==> config.mk <==
export PLATFORM = sky130hd
export DESIGN_NAME = ex_muldiv
export DESIGN_NICKNAME = d
export VERILOG_FILES = /design/src/rtl/ex_muldiv_pkg.sv /design/src/rtl/ex_muldiv_div_core.sv /design/src/rtl/ex_muldiv.sv
export SDC_FILE = /design/constraint.sdc
export NUM_CORES = 2
export LEC_CHECK = 0
export BUFFER_PORTS_ARGS = -buffer_cell sky130_fd_sc_hd__clkbuf_2
export CORE_AREA = 2 2 324 326
export CTS_BUF_LIST = sky130_fd_sc_hd__clkbuf_8
export DETAILED_ROUTE_END_ITERATION = 8
export DIE_AREA = 0 0 326 328
export GPL_ROUTABILITY_DRIVEN = 0
export MAX_ROUTING_LAYER = met4
export PLACE_DENSITY = 0.8
export SYNTH_ARGS = -nofsm -noshare
export SYNTH_HDL_FRONTEND = slang
export SYNTH_SLANG_ARGS = --single-unit
==> constraint.sdc <==
create_clock -name clk -period 9.46 [get_ports clk]
set_input_delay 2.365 -clock clk [delete_from_list [all_inputs] [get_ports clk]]
set_output_delay 2.365 -clock clk [all_outputs]
set_load 0.05 [all_outputs]
==> src/rtl/ex_muldiv_pkg.sv <==
// Shared opcodes, state encoding and opcode helpers for the EX-stage mul/div unit.
package ex_muldiv_pkg;

   localparam int DATA_W   = 32;
   localparam int ALU_OP_W = 8;

   localparam logic [ALU_OP_W-1:0] ALU_MUL   = 8'h30;
   localparam logic [ALU_OP_W-1:0] ALU_MULH  = 8'h31;
   localparam logic [ALU_OP_W-1:0] ALU_MULHU = 8'h32;
   localparam logic [ALU_OP_W-1:0] ALU_DIV   = 8'h33;
   localparam logic [ALU_OP_W-1:0] ALU_MOD   = 8'h34;
   localparam logic [ALU_OP_W-1:0] ALU_DIVU  = 8'h35;
   localparam logic [ALU_OP_W-1:0] ALU_MODU  = 8'h36;

   typedef enum logic [1:0] {
      MULDIV_IDLE = 2'd0,
      MULDIV_MUL  = 2'd1,
      MULDIV_DIV  = 2'd2,
      MULDIV_DONE = 2'd3
   } muldiv_state_e;

   function automatic logic is_mul_op(input logic [ALU_OP_W-1:0] op);
      return (op == ALU_MUL) || (op == ALU_MULH) || (op == ALU_MULHU);
   endfunction

   function automatic logic is_signed_div(input logic [ALU_OP_W-1:0] op);
      return (op == ALU_DIV) || (op == ALU_MOD);
   endfunction

   // Quotient-producing ops; every other div-class op returns the remainder.
   function automatic logic is_quo_op(input logic [ALU_OP_W-1:0] op);
      return (op == ALU_DIV) || (op == ALU_DIVU);
   endfunction

endpackage

==> src/rtl/ex_muldiv_div_core.sv <==
// Iterative restoring divider on operand magnitudes with a final sign fix.
module ex_muldiv_div_core
   import ex_muldiv_pkg::*;
#(
   parameter int DIV_ITER = 32
) (
   input  logic              clk,
   input  logic              rst,
   input  logic              load,
   input  logic              abort,
   input  logic              is_signed,
   input  logic [DATA_W-1:0] dividend,
   input  logic [DATA_W-1:0] divisor,
   output logic              done,
   output logic [DATA_W-1:0] quotient,
   output logic [DATA_W-1:0] remainder
);

   localparam int CNT_W = $clog2(DIV_ITER);

   logic              busy;
   logic [CNT_W-1:0]  cnt;
   logic [DATA_W-1:0] quo, rem, dvs;
   logic              neg_q, neg_r;
   logic [DATA_W:0]   rem_sh, diff;
   logic [DATA_W-1:0] quo_n, rem_n;

   function automatic logic [DATA_W-1:0] fix_sign(input logic [DATA_W-1:0] v, input logic neg);
      return neg ? (~v + DATA_W'(1)) : v;
   endfunction

   function automatic logic [DATA_W-1:0] magnitude(input logic [DATA_W-1:0] v, input logic sgn);
      return fix_sign(v, sgn & v[DATA_W-1]);
   endfunction

   // One restoring step: shift {rem, quo} left, trial-subtract, keep or restore.
   always_comb begin
      rem_sh = {rem, quo[DATA_W-1]};
      diff   = rem_sh - {1'b0, dvs};
      quo_n  = {quo[DATA_W-2:0], 1'b0};
      rem_n  = rem_sh[DATA_W-1:0];
      if (!diff[DATA_W]) begin
         rem_n    = diff[DATA_W-1:0];
         quo_n[0] = 1'b1;
      end
   end

   assign done      = busy && (cnt == CNT_W'(DIV_ITER - 1));
   assign quotient  = fix_sign(quo_n, neg_q);
   assign remainder = fix_sign(rem_n, neg_r);

   // Operand load, iteration and counter; abort discards everything in flight.
   always_ff @(posedge clk or negedge rst) begin
      if (!rst) begin
         busy  <= 1'b0;
         cnt   <= '0;
         quo   <= '0;
         rem   <= '0;
         dvs   <= '0;
         neg_q <= 1'b0;
         neg_r <= 1'b0;
      end else if (abort) begin
         busy <= 1'b0;
         cnt  <= '0;
      end else if (load) begin
         busy  <= 1'b1;
         cnt   <= '0;
         quo   <= magnitude(dividend, is_signed);
         dvs   <= magnitude(divisor, is_signed);
         rem   <= '0;
         neg_q <= is_signed & (dividend[DATA_W-1] ^ divisor[DATA_W-1]);
         neg_r <= is_signed & dividend[DATA_W-1];
      end else if (busy) begin
         quo <= quo_n;
         rem <= rem_n;
         if (done) begin
            busy <= 1'b0;
            cnt  <= '0;
         end else begin
            cnt <= cnt + CNT_W'(1);
         end
      end
   end

endmodule

==> src/rtl/ex_muldiv.sv <==
// EX-stage multi-cycle multiply/divide unit: control FSM, multiplier and result select.
module ex_muldiv
   import ex_muldiv_pkg::*;
#(
   parameter int DIV_ITER = 32
) (
   input  logic                clk,
   input  logic                rst,
   input  logic                exception_flush,
   input  logic                downstream_stall,
   input  logic                start,
   input  logic [ALU_OP_W-1:0] aluop,
   input  logic [DATA_W-1:0]   reg1,
   input  logic [DATA_W-1:0]   reg2,
   output logic                stall_req,
   output logic [DATA_W-1:0]   result,
   output logic                result_valid
);

   muldiv_state_e state, state_n;

   logic [ALU_OP_W-1:0]      op_q;
   logic [DATA_W-1:0]        op_a, op_b;
   logic                     div_load, div_abort, div_done;
   logic [DATA_W-1:0]        div_quo, div_rem;
   logic signed [2*DATA_W-1:0] a_ext, b_ext, prod;
   logic [DATA_W-1:0]        mul_res;

   ex_muldiv_div_core #(.DIV_ITER(DIV_ITER)) u_div_core (
      .clk       (clk),
      .rst       (rst),
      .load      (div_load),
      .abort     (div_abort),
      .is_signed (is_signed_div(aluop)),
      .dividend  (reg1),
      .divisor   (reg2),
      .done      (div_done),
      .quotient  (div_quo),
      .remainder (div_rem)
   );

   // Single-cycle product from the latched operands; MULH.WU zero-extends.
   always_comb begin
      if (op_q == ALU_MULHU) begin
         a_ext = {{DATA_W{1'b0}}, op_a};
         b_ext = {{DATA_W{1'b0}}, op_b};
      end else begin
         a_ext = {{DATA_W{op_a[DATA_W-1]}}, op_a};
         b_ext = {{DATA_W{op_b[DATA_W-1]}}, op_b};
      end
      prod    = a_ext * b_ext;
      mul_res = (op_q == ALU_MUL) ? prod[DATA_W-1:0] : prod[2*DATA_W-1:DATA_W];
   end

   // State register.
   always_ff @(posedge clk or negedge rst) begin
      if (!rst) state <= MULDIV_IDLE;
      else      state <= state_n;
   end

   // Next state, divider handshake and pause request; flush beats everything.
   always_comb begin
      state_n   = state;
      div_load  = 1'b0;
      div_abort = exception_flush | ~start;
      stall_req = rst & start & (state != MULDIV_DONE) & ~exception_flush;
      if (exception_flush) begin
         state_n = MULDIV_IDLE;
      end else begin
         case (state)
            MULDIV_IDLE: begin
               if (start) begin
                  if (is_mul_op(aluop)) begin
                     state_n = MULDIV_MUL;
                  end else if (reg2 == '0) begin
                     state_n = MULDIV_DONE;
                  end else begin
                     state_n  = MULDIV_DIV;
                     div_load = 1'b1;
                  end
               end
            end
            MULDIV_MUL:  state_n = start ? MULDIV_DONE : MULDIV_IDLE;
            MULDIV_DIV: begin
               if (!start)        state_n = MULDIV_IDLE;
               else if (div_done) state_n = MULDIV_DONE;
            end
            MULDIV_DONE: if (!downstream_stall) state_n = MULDIV_IDLE;
            default:     state_n = MULDIV_IDLE;
         endcase
      end
   end

   // Operand latch, result capture on entry to DONE, and the valid flag.
   always_ff @(posedge clk or negedge rst) begin
      if (!rst) begin
         op_q         <= '0;
         op_a         <= '0;
         op_b         <= '0;
         result       <= '0;
         result_valid <= 1'b0;
      end else begin
         result_valid <= (state_n == MULDIV_DONE);
         if (state == MULDIV_IDLE && start && !exception_flush) begin
            op_q <= aluop;
            op_a <= reg1;
            op_b <= reg2;
         end
         if (state_n == MULDIV_DONE) begin
            case (state)
               MULDIV_IDLE: result <= is_quo_op(aluop) ? '1 : reg1;
               MULDIV_MUL:  result <= mul_res;
               MULDIV_DIV:  result <= is_quo_op(op_q) ? div_quo : div_rem;
               default:     result <= result;
            endcase
         end
      end
   end

endmodule

### Word level (Yosys, flattened, before mapping)

Cells that the tools add are included.

* register bits after elaboration: 211
* bits in latches: 0
* RAM bits: 0
* bits in read-only memories: 0
* bits of input ports: 77
* logic and storage cells: 106
* memories: 0

* add/sub/neg operators: 6
* multipliers: 1
* divide/modulo/power cells: 0
* $lt $le $gt $ge: 0
* eq/ne operators: 16
* shift-type cells: 0
* mux-type cells: 38
* bitwise gates (word level): 15
* reductions and logical operators: 17

Operators by type and width (count)
* $mux W32: 12
* $add A32 B1 Y32 const B: 4
* $mux W64: 2
* $not A32 Y32: 4
* $pmux W32 S3: 1
* $eq A8 B6 Y1 const B: 10
* $mul A64 B64 Y64: 1
* $sub A33 B32 Y33: 1
* $logic_not A32 Y1: 1
* $mux W5: 4
* $mux W2: 7
* $mux W1: 11
* $pmux W2 S4: 1
* $and A1 B1 Y1: 6
* $eq A2 B2 Y1 const B: 3
* $reduce_and A2 Y1: 3
* $reduce_bool A3 Y1: 2
* $add A5 B1 Y5 const B: 1
* $eq A5 B5 Y1 const B: 1
* $logic_or A1 B1 Y1: 5
* $logic_and A1 B1 Y1: 3
* $not A1 Y1: 3
* $eq A2 B1 Y1 const B: 1
* $logic_not A2 Y1: 1
* 5 further kinds: 5

### Depth between registers and ports, before layout

* depth in word-level cells: 9
* mapped depth: 41

### By module

Synthesis repeated with hierarchy kept, for this count alone.

* cells, all modules: 6884
* area total of the unflattened synthesis: 62806.5 sq um

By module, submodules not included
* ex_muldiv: instances 1, cells each 5652, area an instance 53313.6 sq um, sequential area each 2677.6 sq um
* ex_muldiv_div_core: instances 1, cells each 1232, area an instance 9492.9 sq um, sequential area each 2602.5 sq um

### Least setup slack after synthesis

OpenSTA, ideal clock, no wires.

* path kind: reg2reg
* start point: register op_q[3]
* end point: register result[31]
* library setup time: 0.127 ns
* arrival time: 9.832 ns
* setup slack: -0.499 ns
* cell stages (with the launch flop): 36
* path buffers: 3
* cell sequence: dfrtp_1 nor4_1 nand3_1 clkbuf_1 clkbuf_1 and3_1 fa_1 inv_1 fa_1 inv_1 fa_1 inv_1 fa_1 inv_1 fa_1 fa_1 fa_1 fa_1 fa_1 inv_1 fa_1 inv_1 ha_1 clkbuf_1 a21o_1 a21o_1 a21o_1 a21o_1 a21o_1 a21oi_1 nor2b_1 a311oi_1 xnor2_1 o22ai_1 nor3_1 a21oi_1

* word-level cells in the longest chain between the ends: 5
* elaborated cells between the ends (all ways): 11
* those cells by class: 1 x mul; 4 x eq/ne; 5 x mux; 1 x reduce/logical

Ends and longest elaborated chain
* from (decl): line ex_muldiv.sv:22 `logic [ALU_OP_W-1:0] op_q;`
* from (signal assigned): line ex_muldiv.sv:105 `op_q <= aluop;`
* $eq A8 B6 Y1: line ex_muldiv.sv:44 `if (op_q == ALU_MULHU) begin`
* $mux W64: line ex_muldiv.sv:44
* $mul A64 B64 Y64: line ex_muldiv.sv:51 `prod = a_ext * b_ext;`
* $mux W32: line ex_muldiv.sv:52 `mul_res = (op_q == ALU_MUL) ? prod[DATA_W-1:0] : prod[2*DATA_W-1:DATA_W];`
* $pmux W32 S3 *: line ex_muldiv.sv:110 `case (state)`
* to (signal assigned): line ex_muldiv.sv:111 `MULDIV_IDLE: result <= is_quo_op(aluop) ? '1 : reg1;`
* to (signal assigned): line ex_muldiv.sv:112 `MULDIV_MUL: result <= mul_res;`
* to (signal assigned): line ex_muldiv.sv:113 `MULDIV_DIV: result <= is_quo_op(op_q) ? div_quo : div_rem;`
* to (decl): line ex_muldiv.sv:16 `output logic [DATA_W-1:0] result,`

Mark *: on every way between the ends. The rest lies on a longest branch, timed or not.
A chain may end at the register's enable or synchronous reset.

### Worst setup path in the final report

Same ends and word-level chain as after synthesis.

==> run metrics <==
status=finished with violations; failing checks=negative setup slack; H-tree levels=2; final worst path period share=101%; number of synthesized flops with an enable pin=0; Period minus WS final=roughly 9600 ps; P&R area growth vs syn=8.45%; post-route setup slack=-111 ps; syn nets=8755; Rel. slew slack=approximately 15%; Synth Warn #=0; most frequent cells in the layout=inv_1 (1580), fa_1 (1407), nand2_1 (924); port bufs=between 100 and 150; critical path arrival=around 10000 ps; critical path type=register to register; clock skew=28.3 ps; flops & latches, synth=211; Total Negative Setup Slacks=-111 ps; first-pass GRT wire length=305000 um; WL per Instance=approximately 23 um; Critical Path Start Type=register; Antenna Nets Post-Route=0; initial antenna violation count=9; share of post-route cells with drive strength above 1=10.1%; die height=between 300 and 400 um; DR iter-0 viols=between 5000 and 6000; CTS tree=done; die area=107000 sq um; cell family with most CP delay=adder cells; dpl hpwl=162000 um; total gr overflow=0; Initial Util=60.6%; clk sinks=roughly 210; DIE WIDTH=between 300 and 400 um; Critical Path Fanout Max=6; Placed Cells incl. Taps=approximately 8400; Crit. End Element=register; cell mode on critical path=fa_1; Clock Pin Slew Worst Setup and Hold Paths=about 70 ps; RSZ-0062 raised after global routing=yes; vias in the first global route=approximately 54000; Worst path max stage delay=~640 ps; fmax=0.104 GHz; synthesized area=approximately 63000 sq um; final setup vio count=1; Distinct cells, synth=83; dominant synthesized flop cell=dfrtp_1; Critical-path top delay cell=fa_2; max-cap violation count=0; quantity of hold-fixing buffers added after cts=0; Final Non-Filler Cells=~8400; DRC violation count after routing=0; Mean Syn Cell Area=approximately 9.1 sq um; gr usage total=approximately two fifths; I/O pin cnt=111; post-synthesis async set-or-reset flop share=between 90% and 100%; pin count of the biggest net entering global routing=approximately 130; dpl cell area=roughly 67000 sq um; post-route cell area=~68000 sq um; Final Hold Fails=0; sequential-to-total area share from yosys stat=about 8.4%; drt total wl=between 150000 and 200000 um; CTS root buf=clkbuf_8; Vias=approximately 50000; Slew @ Worst Pin=approximately 1300 ps; WP data required=9920 ps; worst skew pair latency=~580 ps; most common cell after layout, fill and taps aside=inv_1; num rows=118; drt pass-1 iters=8; max-slew violations=0; clock buffer depth=3; crit path buf inv count=9; Core ar.=103000 sq um; Synth Instances=6865; final net count=just under 9000; vias per cell=5.98; CTS Buf Count=36; HP Class=register to register
state kept, by name, summed over array words and instances (netlist names):
| name | flops |
|---|---|
| op_a | 32 |
| u_div_core.busy | 1 |
| op_q | 8 |
| u_div_core.neg_q | 1 |
| result_valid | 1 |
| u_div_core.neg_r | 1 |
| u_div_core.dvs | 32 |
| u_div_core.quo | 32 |
| state | 2 |
| op_b | 32 |
| result | 32 |
| u_div_core.cnt | 5 |
| u_div_core.rem | 32 |
cell usage after synthesis, types with 28 or more instances:
master    count  area, sq um
or3_1        28          175
o21ai_0     224         1120
and3_1       36          225
clkbuf_1    340         1280
nor2_1      138          518
a21o_1       61          458
dfrtp_1     211         5280
a21oi_1     186          931
ha_1        391         4890
mux2i_1      30          300
nor3_1       61          305
a31oi_1      32          200
mux2_2       77          867
inv_1      1586         5950
o31ai_1      63          473
and2_1      419         2620
nand3_1      41          205
xnor2_1     162         1420
fa_1       1422        28500
xor2_1       90          788
nand2_1     927         3480
metrics by stage:
step / hold WS (ps) / setup WS [ps] / util [%]
3_5_place_dp: 472 / -378 / 64.6
2_1_floorplan: 450 / 30.2 / -
4_1_cts: 487 / -12.2 / 65.5
6_report: 481 / -111 / 65.7
3_3_place_gp: 464 / -144 / 64.6
5_1_grt: 514 / -312 / 65.7
tightest hold or removal path, cell delays in order, from the launching register on:
cell and delay (ps):
dfrtp_1 340, nand2_1 50, o21ai_0 60
final cells by class:
| cell class | instances | area, sq um |
|---|---|---|
| Antenna cell | 5 | 12.5 |
| Clock buffer | 48 | 661 |
| Clock inverter | 14 | 118 |
| Fill cell | 7804 | 35300 |
| Inverter | 1588 | 5970 |
| Multi-Input combinational cell | 4706 | 50300 |
| Sequential cell | 211 | 5280 |
| Tap cell | 1380 | 1730 |
| Timing Repair Buffer | 475 | 3810 |
layer usage:
metal	routed length (um)	up-vias	part of all wire, %	track usage (%)
met4	19000	0	9.8	28.4
met3	23300	1000	12	10.2
met1	66000	25300	34	45.5
met2	86200	3160	44	57.6
met5	0	-	0	-
li1	-	21000	-	-
final timing paths:
path                                     end  startpoint  slack [ps]  cells past startpoint
hold / removal                     result[8]   result[8]         480                      2
min in group asynchronous       result_valid         rst        1790                      1
setup reg to reg                  result[31]     op_q[3]        -110                     36
hold reg to reg                    result[8]   result[8]         480                      2
max in group asynchronous  u_div_core.rem[3]         rst        6220                      2
setup / recovery                  result[31]     op_q[3]        -110                     36
cells by family (layout without fill, tap and decap cells):
| kind of cell | Yosys count | after routing | share of synthesized area, % |
|---|---|---|---|
| AOI/OAI and AO/OA | 750 | 750 | 7.55 |
| xor gates and xnor gates | 252 | 252 | 3.53 |
| adders and majority gates | 1814 | 1814 | 53.3 |
| buffers and inverters | 1948 | 2125 | 11.7 |
| DFF | 211 | 211 | 8.44 |
| muxes | 107 | 107 | 1.87 |
| other | 0 | 5 | 0 |
| and+or+nand+nor | 1783 | 1783 | 13.6 |
repair_timing:
action,in CTS,in global routing
buffers inserted,2,8
cloned,0,0
resized for setup,20,64
pin swaps,9,37
endpoints found under the setup margin,18,23
Power is not shown: default switching activity piles up to over one toggle a cycle in this logic, so the estimate is an artifact.
